[config.mk]
export PLATFORM = sky130hd
export DESIGN_NAME = id_ex_pipe_reg
export DESIGN_NICKNAME = d
export VERILOG_FILES = /design/src/rtl/id_ex_pipe_reg.sv
export SDC_FILE = /design/constraint.sdc
export NUM_CORES = 1
export LEC_CHECK = 0
export CAP_MARGIN = 25
export CORE_MARGIN = 2
export CORE_UTILIZATION = 45
export DETAILED_ROUTE_END_ITERATION = 8
export DONT_BUFFER_PORTS = 1
export GPL_TIMING_DRIVEN = 0
export PLACE_DENSITY = 0.58
export SLEW_MARGIN = 20
export SYNTH_ARGS = -nofsm -noshare
export SYNTH_HDL_FRONTEND = slang
export SYNTH_SLANG_ARGS = --single-unit
[constraint.sdc]
create_clock -name i_clk -period 7.4 [get_ports i_clk]
set_input_delay 1.48 -clock i_clk [delete_from_list [all_inputs] [get_ports i_clk]]
set_output_delay 1.48 -clock i_clk [all_outputs]
set_load 0.01 [all_outputs]
[src/rtl/id_ex_pipe_reg.sv]
// ID/EX pipeline register of the 5-stage RV32I core.
// Owns load-use hazard detection, EX bubble insertion and a bubble counter.
module id_ex_pipe_reg #(
  parameter int XLEN   = 32,
  parameter int CTRL_W = 16,
  parameter int CNT_W  = 16
) (
  input  logic              i_clk,
  input  logic              i_rst,
  input  logic              i_valid_id,
  input  logic [XLEN-1:0]   i_pc_id,
  input  logic [XLEN-1:0]   i_rs1_data_id,
  input  logic [XLEN-1:0]   i_rs2_data_id,
  input  logic [XLEN-1:0]   i_immgen_id,
  input  logic [4:0]        i_rs1_addr_id,
  input  logic [4:0]        i_rs2_addr_id,
  input  logic              i_rs1_used_id,
  input  logic              i_rs2_used_id,
  input  logic [4:0]        i_rd_addr_id,
  input  logic              i_rd_wren_id,
  input  logic              i_mem_rden_id,
  input  logic [CTRL_W-1:0] i_ctrl_id,
  input  logic              i_flush_ex,
  input  logic              i_stall_mem,
  output logic              o_valid_ex,
  output logic [XLEN-1:0]   o_pc_ex,
  output logic [XLEN-1:0]   o_rs1_data_ex,
  output logic [XLEN-1:0]   o_rs2_data_ex,
  output logic [XLEN-1:0]   o_imm_ex,
  output logic [4:0]        o_rs1_addr_ex,
  output logic [4:0]        o_rs2_addr_ex,
  output logic [4:0]        o_rd_addr_ex,
  output logic              o_rd_wren_ex,
  output logic              o_mem_rden_ex,
  output logic [CTRL_W-1:0] o_ctrl_ex,
  output logic              o_stall_id,
  output logic [CNT_W-1:0]  o_bubble_cnt
);

  typedef struct packed {
    logic              valid;
    logic [XLEN-1:0]   pc;
    logic [XLEN-1:0]   rs1_data;
    logic [XLEN-1:0]   rs2_data;
    logic [XLEN-1:0]   imm;
    logic [4:0]        rs1_addr;
    logic [4:0]        rs2_addr;
    logic [4:0]        rd_addr;
    logic              rd_wren;
    logic              mem_rden;
    logic [CTRL_W-1:0] ctrl;
  } id_ex_t;

  id_ex_t ex_q;
  id_ex_t ex_d;
  logic   hazard;
  logic   rs1_hit;
  logic   rs2_hit;
  logic   ld_in_ex;

  // Load-use detection against the load currently held in EX; x0 never hazards.
  always_comb begin
    ld_in_ex = ex_q.valid & ex_q.mem_rden & ex_q.rd_wren
             & (ex_q.rd_addr != 5'd0);
    rs1_hit  = i_rs1_used_id & (i_rs1_addr_id == ex_q.rd_addr);
    rs2_hit  = i_rs2_used_id & (i_rs2_addr_id == ex_q.rd_addr);
    hazard   = i_valid_id & ld_in_ex & (rs1_hit | rs2_hit);
  end

  assign o_stall_id = ~i_flush_ex & (i_stall_mem | hazard);

  // Next bundle on a plain load; side-effect bits are masked for dead slots.
  always_comb begin
    ex_d          = '0;
    ex_d.valid    = i_valid_id;
    ex_d.pc       = i_pc_id;
    ex_d.rs1_data = i_rs1_data_id;
    ex_d.rs2_data = i_rs2_data_id;
    ex_d.imm      = i_immgen_id;
    ex_d.rs1_addr = i_rs1_addr_id;
    ex_d.rs2_addr = i_rs2_addr_id;
    ex_d.rd_addr  = i_rd_addr_id;
    ex_d.rd_wren  = i_rd_wren_id & i_valid_id;
    ex_d.mem_rden = i_mem_rden_id & i_valid_id;
    ex_d.ctrl     = i_ctrl_id;
  end

  // EX register: flush beats memory stall, which beats load-use bubble.
  always_ff @(posedge i_clk or posedge i_rst) begin
    if (i_rst) begin
      ex_q         <= '0;
      o_bubble_cnt <= '0;
    end else if (i_flush_ex) begin
      ex_q <= '0;
    end else if (i_stall_mem) begin
      ex_q <= ex_q;
    end else if (hazard) begin
      ex_q <= '0;
      if (o_bubble_cnt != '1)
        o_bubble_cnt <= o_bubble_cnt + 1'b1;
    end else begin
      ex_q <= ex_d;
    end
  end

  assign o_valid_ex    = ex_q.valid;
  assign o_pc_ex       = ex_q.pc;
  assign o_rs1_data_ex = ex_q.rs1_data;
  assign o_rs2_data_ex = ex_q.rs2_data;
  assign o_imm_ex      = ex_q.imm;
  assign o_rs1_addr_ex = ex_q.rs1_addr;
  assign o_rs2_addr_ex = ex_q.rs2_addr;
  assign o_rd_addr_ex  = ex_q.rd_addr;
  assign o_rd_wren_ex  = ex_q.rd_wren;
  assign o_mem_rden_ex = ex_q.mem_rden;
  assign o_ctrl_ex     = ex_q.ctrl;

endmodule

=== Word-level counts from Yosys, hierarchy flattened ===
Cells that the tools add are included.

* Register bits after elaboration: 178
* Bits in latches: 0
* Memory bits (writable): 0
* Memory bits (read-only): 0
* Output and inout bits: 179
* Word-level logic and storage cells: 36
* Memories: 0

* $add $sub $neg: 1
* Multiply operators: 0
* Divide/modulo/power cells: 0
* Order comparisons: 0
* Eq/ne operators: 4
* Shift-type cells: 0
* Muxes and demuxes: 3
* Bitwise gates (word level): 14
* Reductions and logical operators: 2

{| class="wikitable"
|+ Operator list
! cell !! count
|-
| $mux 162 || 3
|-
| $add 16x1->16 const B || 1
|-
| $ne 16x16->1 const B || 1
|-
| $and 1x1->1 || 10
|-
| $eq 5x5->1 || 2
|-
| $reduce_bool 5->1 || 1
|-
| $reduce_and 4->1 || 1
|-
| $ne 2x2->1 const B || 1
|-
| $not 1->1 || 2
|-
| $or 1x1->1 || 2
|}

=== Longest topological paths before layout ===
Gate-level depths: netlist of the first run.

* Word-level depth: 8
* Depth in mapped cells: 8

=== Worst setup path before layout of the first run ===
OpenSTA, ideal clock, no wires.

* Path type: input to output
* Start: in i_rs1_addr_id[1]
* End: out o_stall_id
* Arrival: 2,582 ps
* Slack: 3,338 ps
* Cell stages on the path: 6
* Path through: xnor2_1 -> nand4_1 -> o22ai_2 -> nor2b_1 -> buf_2 -> o21a_1

* Longest elaborated chain between the ends: 6

{| class="wikitable"
|+ Ends and longest elaborated chain
! element !! RTL line !! source
|-
| from (decl) || 15 || <nowiki>input logic [4:0] i_rs1_addr_id,</nowiki>
|-
| $eq 5x5->1 || 65 || <nowiki>rs1_hit = i_rs1_used_id & (i_rs1_addr_id == ex_q.rd_addr);</nowiki>
|-
| $and 1x1->1 || 65 ||
|-
| $or 1x1->1 || 67 || <nowiki>hazard = i_valid_id & ld_in_ex & (rs1_hit | rs2_hit);</nowiki>
|-
| $and 1x1->1 || 67 ||
|-
| $or 1x1->1 || 70 || <nowiki>assign o_stall_id = ~i_flush_ex & (i_stall_mem | hazard);</nowiki>
|-
| $and 1x1->1 || 70 ||
|-
| to (decl) || 36 || <nowiki>output logic o_stall_id,</nowiki>
|}

Every way passes these cells.

=== Worst setup path in the final report of the first run ===
* Start: in i_stall_mem
* End: out o_stall_id

* Longest elaborated chain between the ends: 2

{| class="wikitable"
|+ Ends and longest elaborated chain
! element !! RTL line !! source
|-
| from (decl) || 24 || <nowiki>input logic i_stall_mem,</nowiki>
|-
| $or 1x1->1 || 70 ||
|-
| $and 1x1->1 || 70 ||
|}

Every way passes these cells.

==> results of run 1 <==
Yosys cell counts:
cell type	instances	area share
nand3_1	12	0.0073
o22ai_2	1	0.0015
nand2_1	71	0.032
nor3b_1	96	0.088
nor2b_1	2	0.0015
nor2_1	3	0.0014
nand3b_1	1	0.00092
and3_1	2	0.0015
mux2_2	1	0.0014
xnor2_1	25	0.027
ha_1	1	0.0015
dfrtp_1	178	0.54
nor4_1	3	0.0023
or4_4	1	0.0014
nor3_1	4	0.0024
nor4_2	1	0.0015
nand4_1	9	0.0069
o41ai_2	5	0.0099
o211ai_1	1	0.00092
a32o_1	98	0.12
and4_1	3	0.0032
and2_1	1	0.00076
nand2b_1	1	0.00076
inv_1	66	0.030
inv_2	1	0.00046
o41ai_1	59	0.063
o21ai_2	1	0.0011
buf_4	1	0.00092
buf_6	9	0.012
clkbuf_1	65	0.030
buf_2	8	0.0049
o21a_1	1	0.00092
critical path, stage by stage:
cell and delay (ns):
clkbuf_1 0.36, clkbuf_1 0.66, clkbuf_1 0.43, o21a_1 0.28
path summary, 6_finish.rpt:
check,startpoint,to,slack [ns],depth (start not counted)
max,i_stall_mem,o_stall_id,2.71,4
min,o_imm_ex[2],o_imm_ex[2],0.55,2
max reg2reg,o_rd_addr_ex[3],o_imm_ex[20],5.14,8
min reg2reg,o_imm_ex[2],o_imm_ex[2],0.55,2
max in group asynchronous,i_rst,o_bubble_cnt[13],5.53,2
min in group asynchronous,i_rst,o_rs2_data_ex[17],0.93,1
report_power, final:
part           internal, mW  leakage [nW]  switching (mW)
clock                 0.506         0.271           0.378
combinational        0.0660          1.19           0.108
sequential             1.02          2.38          0.0715
flip-flops by register name, summed over array words and instances, names as in the netlist, 5 cells and up:
| register | count |
|---|---|
| o_bubble_cnt | 16 |
| o_ctrl_ex | 16 |
| o_imm_ex | 32 |
| o_pc_ex | 32 |
| o_rd_addr_ex | 5 |
| o_rs1_addr_ex | 5 |
| o_rs1_data_ex | 32 |
| o_rs2_addr_ex | 5 |
| o_rs2_data_ex | 32 |
layout make-up:
type	count	area (um^2)
Antenna cell	5	12.5
Buffer	83	393
Clock buffer	19	443
Clock inverter	12	135
Fill cell	1645	8780
Inverter	67	259
Multi-Input combinational cell	403	3110
Sequential cell	178	4450
Tap cell	229	287
Timing Repair Buffer	1	27.5
cells in the final DEF (no fill, tap or decap), drive strengths merged, types with 2 or more instances in the layout:
| cell | count |
|---|---|
| a32o | 98 |
| and3 | 2 |
| and4 | 3 |
| buf | 19 |
| bufinv | 2 |
| clkbuf | 84 |
| clkinv | 5 |
| clkinvlp | 4 |
| dfrtp | 178 |
| diode | 5 |
| inv | 68 |
| nand2 | 71 |
| nand3 | 12 |
| nand4 | 9 |
| nor2 | 3 |
| nor2b | 2 |
| nor3 | 4 |
| nor3b | 96 |
| nor4 | 4 |
| o41ai | 64 |
| xnor2 | 25 |
per-stage QoR:
| stage | TNS (ns) | hold WS (ns) | power [mW] | util |
|---|---|---|---|---|
| 2_1_floorplan | 0 | 0.511 | 1.22 | - |
| 3_3_place_gp | -116.78 | 0.528 | 1.28 | 0.474 |
| 3_5_place_dp | 0 | 0.531 | 1.29 | 0.476 |
| 4_1_cts | 0 | 0.551 | 2.18 | 0.509 |
| 5_1_grt | 0 | 0.574 | 2.24 | 0.509 |
| 6_report | 0 | 0.548 | 2.15 | 0.509 |
routing by layer:
layer,track usage,wire length (um),up-vias
met3,0.0929,2270,50
met1,0.312,9840,3213
li1,-,-,2787
met5,0,38,-
met2,0.433,12700,312
met4,0.102,685,6
logic make-up (layout without fill, tap and decap cells):
logic type,Yosys count,in the layout,share of synthesized area
flip-flops,178,178,0.543
XOR/XNOR,25,25,0.0267
adder cells (fa/ha/maj),1,1,0.00152
multiplexers,1,1,0.00137
other,0,5,0
AO/OA/AOI/OAI,166,166,0.197
AND/OR/NAND/NOR,210,210,0.152
buffers and inverters,150,182,0.0785
==> results.md, run 1 <==
- RSZ-0062 raised after global routing: false
- Clock skew: between 0.01 and 0.015 ns
- First-pass GRT wire length: slightly below 40000 um
- Hold_buf cts: 0
- Status: completed
- Power per cell area: 236 nW/um^2
- Clk_lat worst skew: approximately 0.43 ns
- # IOs: about 350
- Crit path DAT: 3.21 ns
- Max-Cap Viols: 0
- Die ar.: slightly below 20000 um^2
- Fmax: around 210 MHz
- Synth cell types: 32
- Grt total ovfl: 0
- RD Place Congestion: approximately 0.83
- Total wire length: around 25000 um
- Final setup fails: 0
- Register area share after synthesis: 0.543
- Final period utilization: 0.634
- Pins over their slew limit: 0
- Warnings from Yosys: 0
- CTS H-Tree Depth: 4
- Synth Instances: 731
- Max-slew headroom: 0.468
- Buffers added on ports: 0
- Largest net degree at the start of global routing: 110
- Clock Path Buffers: 2
- Min-delay worst type: flip-flop to flip-flop
- Peak supply drop: roughly 0.15 mV
- Seq cells post-synth: around 180
- Die height: around 140 um
- Overall Global Routing Usage: 0.261
- DP Wirelength: ~19000 um
- Mapped cell area: between 8000 and 9000 um^2
- Core Area: between 15000 and 20000 um^2
- DRC viols: 0
- Worst setup path category: input pin to output pin
- DR WL/cell: roughly 26 um
- Final nets: just over 900
- Setup crit end kind: output pin
- Mapped Nets: 900
- TritonRoute pass-1 iters: 4
- CTS tree: done
- Cell row count: 49
- Setup Buffers After CTS: 0
- Worst EP required: around 6 ns
- Initial antenna violation count: 8
- Period minus WS final: ~4.7 ns
- Placed Area: roughly 8500 um^2
- Chip Width: roughly 140 um
- Tightest Pin Transition: about 0.79 ns
- Root buf cell: clkbuf_16
- Initial Util: 0.458
- Vias in the first global route: roughly 6.6k
- Via count: approximately 6.4k
- Iteration-0 DRC Markers: between 300 and 400
- P_leak: approximately 3.8 nW
- Fin. Hold Viols: 0
- Clock net sink count: around 180
- Layout cell share with drive strength beyond 1: 0.0799
- Clock-pin transition on the worst setup and hold timing paths: ~0.07 ns
- Crit path max fanout: 10
- Routed vias/inst: 6.39
- CTS buffer count: 17
- Final Non-Filler Cells: around 1000
- Post-cts sizing count: 0
- Finished Cell Area: slightly above 9000 um^2
- Antenna-violating nets left: 0
- Post-route setup slack: approximately 2.7 ns
- Startpoint type of the worst setup path: input pin
- Worst slack, placed: ~2.6 ns
- Synthesis-to-finish area growth: 11.1%
- Mean Syn Cell Area: 11.2 um^2
- DP Cell Count: 961
Power figures use the tool's default switching activity.
==> run 2, diff against run 1 <==
--- a/config.mk
+++ b/config.mk
@@ -5,6 +5,7 @@
 export SDC_FILE = /design/constraint.sdc
 export NUM_CORES = 1
 export LEC_CHECK = 0
+export ABC_AREA = 1
 export CAP_MARGIN = 25
 export CORE_MARGIN = 2
 export CORE_UTILIZATION = 45
==> constraint.sdc (replaced) <==
create_clock -name i_clk -period 4.4 [get_ports i_clk]
set_input_delay 0.88 -clock i_clk [delete_from_list [all_inputs] [get_ports i_clk]]
set_output_delay 0.88 -clock i_clk [all_outputs]
set_load 0.01 [all_outputs]
==> run 2 against run 1 <==
Compared with the run above:
- critical path type is now flip-flop to output pin
- design area shrank 5.5%
- sequential share of layout area grew 2.8 points
- power grew 64%
- die area shrank 6.5%
- sequential power grew 68%
- first-iteration DRC count shrank 32%
- highest routed layer is now met4
- worst setup slack lost 1.1 ns
- via count shrank 5.7%
- largest power group unchanged
==> results.md, run 2 <==
- Status: completed
- Worst EP required: between 3 and 4 ns
- Setup Buffers After CTS: 0
- Register area share after synthesis: 0.582
- CP max stage delay: between 0.5 and 0.6 ns
- Crit-path slowest cell: dfrtp_1
- Via count: about 6k
- Fmax: 360 MHz
- CTS tree: done
- Reg2reg start: o_bubble_cnt[0]
- Most frequent cells in the layout: 413 x nand2_1, 178 x dfrtp_1, 108 x o21ai_1
- First-pass GRT wire length: between 30000 and 40000 um
- Mapped Nets: about 1.1k
- Layout cell share with drive strength beyond 1: 0.0870
- Final Non-Filler Cells: approximately 1.2k
- Die ar.: ~18000 um^2
- Buffers added on ports: 0
- Initial Util: 0.462
- Period minus WS final: approximately 2.8 ns
- RD Place Congestion: 0.866
- DP Cell Count: 1122
- Synth area leaders: dfrtp_1 58%, nand2_1 20%, o21ai_1 7.1%
- Worst slack, placed: 1.71 ns
- Mean Syn Cell Area: ~8.5 um^2
- TritonRoute pass-1 iters: 4
- Routed vias/inst: 5.22
- Peak supply drop: ~0.25 mV
- Grt total ovfl: 0
- Reg power frac: 0.520
- NetSw: around 0.9 mW
- Largest net degree at the start of global routing: 34
- Post-route setup slack: about 1.6 ns
- DP Wirelength: roughly 16000 um
- Area of the multi-input gates: about 2800 um^2
- Int Pwr: 2.63 mW
- Cell row count: between 40 and 50
- Crit path from: o_rd_addr_ex[4]
- Crit path DAT: 1.90 ns
- Power per cell area: a little over 400 nW/um^2
- Total wire length: between 20000 and 25000 um
- FFs w/ async S/R, synth: 1.00
- Critical path capture point: o_stall_id
- Iteration-0 DRC Markers: between 200 and 300
- Antenna-violating nets left: 0
- Die height: approximately 130 um
- Max-slew headroom: 0.542
- Synth Instances: 896
- Count leader, synth: nand2_1
- Seq cells post-synth: roughly 180
- Vias in the first global route: 5837
- Warnings from Yosys: 0
- Clock net sink count: about 180
- Clk_lat worst skew: approximately 0.42 ns
- Storage cell area: about 4500 um^2
- Fillers: between 1.5k and 2k
- Clock Path Buffers: 2
- Clock skew: between 0.008 and 0.009 ns
- DR WL/cell: about 19 um
- Crit path max fanout: 5
- Hold_buf cts: 0
- P_leak: 4.05 nW
- Pins over their slew limit: 0
- Synth cell types: 30
- Clock share of power: 0.407
- Most common cell after layout, fill and taps aside: nand2_1
- Post-cts sizing count: 0
- Worst setup path category: flip-flop to output pin
- Clock-pin transition on the worst setup and hold timing paths: about 0.07 ns
- Setup crit end kind: output pin
- Synthesis-to-finish area growth: 12.5%
- Reg2reg end: o_bubble_cnt[0]
- Top cell type's share of synthesized area: 0.582
- Fin. Hold Viols: 0
- Startpoint type of the worst setup path: flip-flop
- Tightest Pin Transition: just under 0.7 ns
- Overall Global Routing Usage: 0.240
- DRC viols: 0
- # IOs: 347
- Min-delay worst type: input pin to asynchronous set/reset pin
- Root buf cell: clkbuf_16
- CTS buffer count: 17
- Setup TNS: 0 ns
- Cell taking the most area after synthesis: dfrtp_1
- Synth cell count leaders: 413 x nand2_1, 178 x dfrtp_1, 108 x o21ai_1
- Chip Width: 134 um
- Max-Cap Viols: 0
- Worst path cell trace: inv_2 -> nand2_1 -> nand2_1 -> nor2_1 -> nand3_1 -> nand2_2 -> nand2_2 -> a21oi_1
- Mapped cell area: 7660 um^2
- Core Area: about 17000 um^2
- Prevailing post-synth register cell: dfrtp_1
- CTS H-Tree Depth: 4
- Final setup fails: 0
- Comb pwr share: 0.074
- RSZ-0062 raised after global routing: false
- Sw Share: 0.255
- R2R cell count: 10
- Number of diodes: 0
- Final period utilization: 0.631
- Post-synth EDFFs: 0
- Initial antenna violation count: 0
- Final nets: roughly 1.1k
- R2r setup slk: around 2.5 ns
## run 2: cell families (layout without fill, tap and decap cells)
kind of cell,count (synthesis),count (layout),synth area share
simple gates,459,459,0.234
flops,178,178,0.582
compound gates,162,162,0.112
xor+xnor,13,13,0.0149
fa+ha+maj,1,1,0.00163
buf+inv,83,118,0.0565
## run 2: stage by stage
stage           util  hold slack [ns]  area [um^2]  power [mW]
2_1_floorplan      -            0.519         7660        2.02
3_3_place_gp   0.478            0.539         7940        2.11
3_5_place_dp   0.486            0.545         8060        2.12
4_1_cts        0.520            0.312         8620        3.56
5_1_grt        0.520            0.327         8620        3.68
6_report       0.520            0.326         8620        3.52
## run 2: power groups by stage
stage               Clock (mW)  Combinational (mW)  Sequential, mW
detailed placement           0               0.265            1.86
CTS                       1.47               0.265            1.83
floorplan                    0               0.191            1.83
finish                    1.43               0.259            1.83
global placement             0               0.245            1.86
global route              1.54               0.298            1.84
## run 2: critical path: cells and delay by family (launching register included)
family                 cells  cell delay (ns)
DFF                        1             0.52
and+or+nand+nor            6             0.53
buffers and inverters      1             0.09
AOI/OAI and AO/OA          1             0.34
## run 2: per-layer routing
| metal | GRT usage | vias up | wire length [um] |
|---|---|---|---|
| li1 | - | 2887 | - |
| met1 | 0.284 | 2791 | 8450 |
| met2 | 0.384 | 282 | 10100 |
| met3 | 0.106 | 44 | 2360 |
| met4 | 0.0994 | 0 | 649 |
| met5 | 0 | - | 0 |
## run 2: worst min-delay path by stage
stage                 startpoint                 to  slack (ns)
2_1_floorplan      o_ctrl_ex[10]      o_ctrl_ex[10]        0.52
3_3_place_gp         o_imm_ex[1]        o_imm_ex[1]        0.54
3_5_place_dp   o_rs1_data_ex[24]  o_rs1_data_ex[24]        0.55
4_1_cts                    i_rst         o_pc_ex[0]        0.31
5_1_grt                    i_rst         o_pc_ex[0]        0.33
6_report                   i_rst         o_pc_ex[0]        0.33
## run 2: final cells by class
class	instances	area share
sequential	178	0.517
inverter	30	0.0135
tap	220	0.0319
buffer	53	0.0372
multi-input combinational	635	0.321
clock inverter	7	0.00915
clock buffer	22	0.0550
timing repair buffer	6	0.0148
==> run 3, diff against run 2 <==
--- a/config.mk
+++ b/config.mk
@@ -12,7 +12,7 @@
 export DETAILED_ROUTE_END_ITERATION = 8
 export DONT_BUFFER_PORTS = 1
 export GPL_TIMING_DRIVEN = 0
-export PLACE_DENSITY = 0.58
+export PLACE_DENSITY = 0.6
 export SLEW_MARGIN = 20
 export SYNTH_ARGS = -nofsm -noshare
 export SYNTH_HDL_FRONTEND = slang
==> constraint.sdc (replaced) <==
create_clock -name i_clk -period 2.4 [get_ports i_clk]
set_input_delay 0.48 -clock i_clk [delete_from_list [all_inputs] [get_ports i_clk]]
set_output_delay 0.48 -clock i_clk [all_outputs]
set_load 0.01 [all_outputs]
==> run 3 against run 2 <==
Compared with the run above:
- power grew 88%
- sequential power grew 84%
- clock power grew 97%
- flip-flop and latch count is the same
- combinational power grew 82%
- utilization grew 0.14 points
- register-to-register slack lost 2.1 ns
- final cell count grew 0.17%
- worst hold slack lost 0.13 ns
- critical path depth is the same
- first-iteration DRC count grew 34%
- largest power group unchanged
==> results.md, run 3 (synthesis gave the netlist of run 2 again) <==
- NetSw: ~1.8 mW
- Status: completed
- # IOs: 347
- Final nets: 1090
- Final setup fails: 0
- Root buf cell: clkbuf_16
- Pins over their slew limit: 0
- Reg2reg start: o_bubble_cnt[0]
- DR WL/cell: 19.0 um
- Most frequent cells in the layout: 413 x nand2_1, 177 x dfrtp_1, 108 x o21ai_1
- Peak supply drop: 0.455 mV
- Period minus WS final: between 2 and 2.5 ns
- Clock-pin transition on the worst setup and hold timing paths: roughly 0.070 ns
- Largest net degree at the start of global routing: 35
- CTS buffer count: 17
- Comb pwr share: 0.071
- DP Wirelength: ~16000 um
- Most common cell after layout, fill and taps aside: nand2_1
- Power per cell area: slightly below 800 nW/um^2
- Tightest Pin Transition: roughly 0.66 ns
- Overall Global Routing Usage: 0.242
- Placed Area: 8040 um^2
- Antenna-violating nets left: 0
- Fmax: approximately 440 MHz
- Synthesis-to-finish area growth: 12.8%
- Die ar.: about 18000 um^2
- Vias in the first global route: 5928
- Core Area: between 15000 and 20000 um^2
- Overall power: approximately 6.6 mW
- Initial Util: 0.462
- First-pass GRT wire length: ~34000 um
- RD Place Congestion: 0.825
- Grt total ovfl: 0
- Max-Cap Viols: 0
- Cell row count: 47
- Max-slew headroom: 0.557
- Fin Hold WS: ~0.19 ns
- Die height: around 130 um
- Worst path cell trace: inv_2 -> nand2_1 -> nand2_1 -> nor2_1 -> nand3_1 -> nand2_2 -> nand2_2 -> a21oi_2
- Initial antenna violation count: 0
- Setup Buffers After CTS: 0
- DRC viols: 0
- CTS H-Tree Depth: 4
- Min-delay worst type: input pin to flip-flop
- Finished Cell Area: between 8000 and 9000 um^2
- Hold Path Origin: i_rs1_data_id[19]
- Reg power frac: 0.505
- Routed vias/inst: roughly 5.3
- Via count: just over 6k
- Number of diodes: 0
- CP max stage delay: 0.47 ns
- Worst setup path category: flip-flop to output pin
- Crit-path slowest cell: dfrtp_1
- Clock net sink count: 178
- Clk_lat worst skew: 0.42 ns
- Total wire length: 21900 um
- Crit path DAT: approximately 1.8 ns
- Crit path max fanout: 5
- Startpoint type of the worst setup path: flip-flop
- Final Util: 0.521
- Chip Width: 134 um
- RSZ-0062 raised after global routing: false
- Clock share of power: 0.424
- Iteration-0 DRC Markers: 362
- TritonRoute pass-1 iters: 4
- CTS tree: done
- Crit path from: o_rd_addr_ex[1]
- P_leak: slightly above 4 nW
- Buffers added on ports: 0
- Post-route setup slack: 0.143 ns
- Setup crit end kind: output pin
- Sw Share: 0.264
- Clock Path Buffers: 2
- Worst EP required: 1.92 ns
- Int Pwr: around 5 mW
- Clock skew: between 0.01 and 0.015 ns
- Worst slack, placed: between 0.2 and 0.25 ns
- Final period utilization: 0.940
- Fin. Hold Viols: 0
- Layout cell share with drive strength beyond 1: 0.0911
[run 3: final timing paths]
check | slack [ns] | cells after the start | end
worst max-delay path | 0.14 | 8 | o_stall_id
worst min-delay path | 0.19 | 2 | o_rs1_data_ex[19]
worst max register to register | 0.42 | 10 | o_bubble_cnt[2]
worst min register to register | 0.56 | 2 | o_pc_ex[2]
max in group asynchronous | 0.97 | 4 | o_bubble_cnt[15]
min in group asynchronous | 0.61 | 2 | o_pc_ex[27]
[run 3: layout make-up]
cell class | count | area, um^2
multi-input combinational | 635 | 2770
timing repair buffer | 6 | 110
clock inverter | 12 | 146
sequential | 178 | 4460
clock buffer | 19 | 443
buffer | 53 | 320
inverter | 30 | 116
tap | 220 | 275
fill | 1618 | 7940
[run 3: worst max-delay path: cells and delay by family (launching register included)]
family | cells | cell delay [ns]
flops | 1 | 0.47
buf+inv | 1 | 0.09
simple gates | 6 | 0.56
compound gates | 1 | 0.24
[run 3: what timing repair did]
item                                    CTS  global route
endpoints found under the hold margin     1             0
endpoints found under the setup margin    0             1
resized for setup                         0             2
hold buffers                              1             0
[run 3: power groups by stage]
stage | clock (mW) | combinational (mW) | sequential, mW
2_1_floorplan | 0 | 0.350 | 3.36
3_3_place_gp | 0 | 0.448 | 3.41
3_5_place_dp | 0 | 0.479 | 3.41
4_1_cts | 2.86 | 0.481 | 3.36
5_1_grt | 2.98 | 0.544 | 3.37
6_report | 2.81 | 0.471 | 3.36
[run 3: routing by layer]
layer  share of wire  vias to the layer above  GRT usage
li1                -                     2896          -
met1            0.39                     2852      0.286
met2            0.49                      280      0.400
met3            0.10                       31     0.0960
met4           0.022                        0     0.0889
met5               0                        -          0
[run 3: through the flow]
step / TNS [ns] / instances
6_report: 0 / 1153
5_1_grt: 0 / 1153
4_1_cts: 0 / 1153
3_5_place_dp: 0 / 1121
3_3_place_gp: -238.97 / 1116
2_1_floorplan: -64.19 / 896
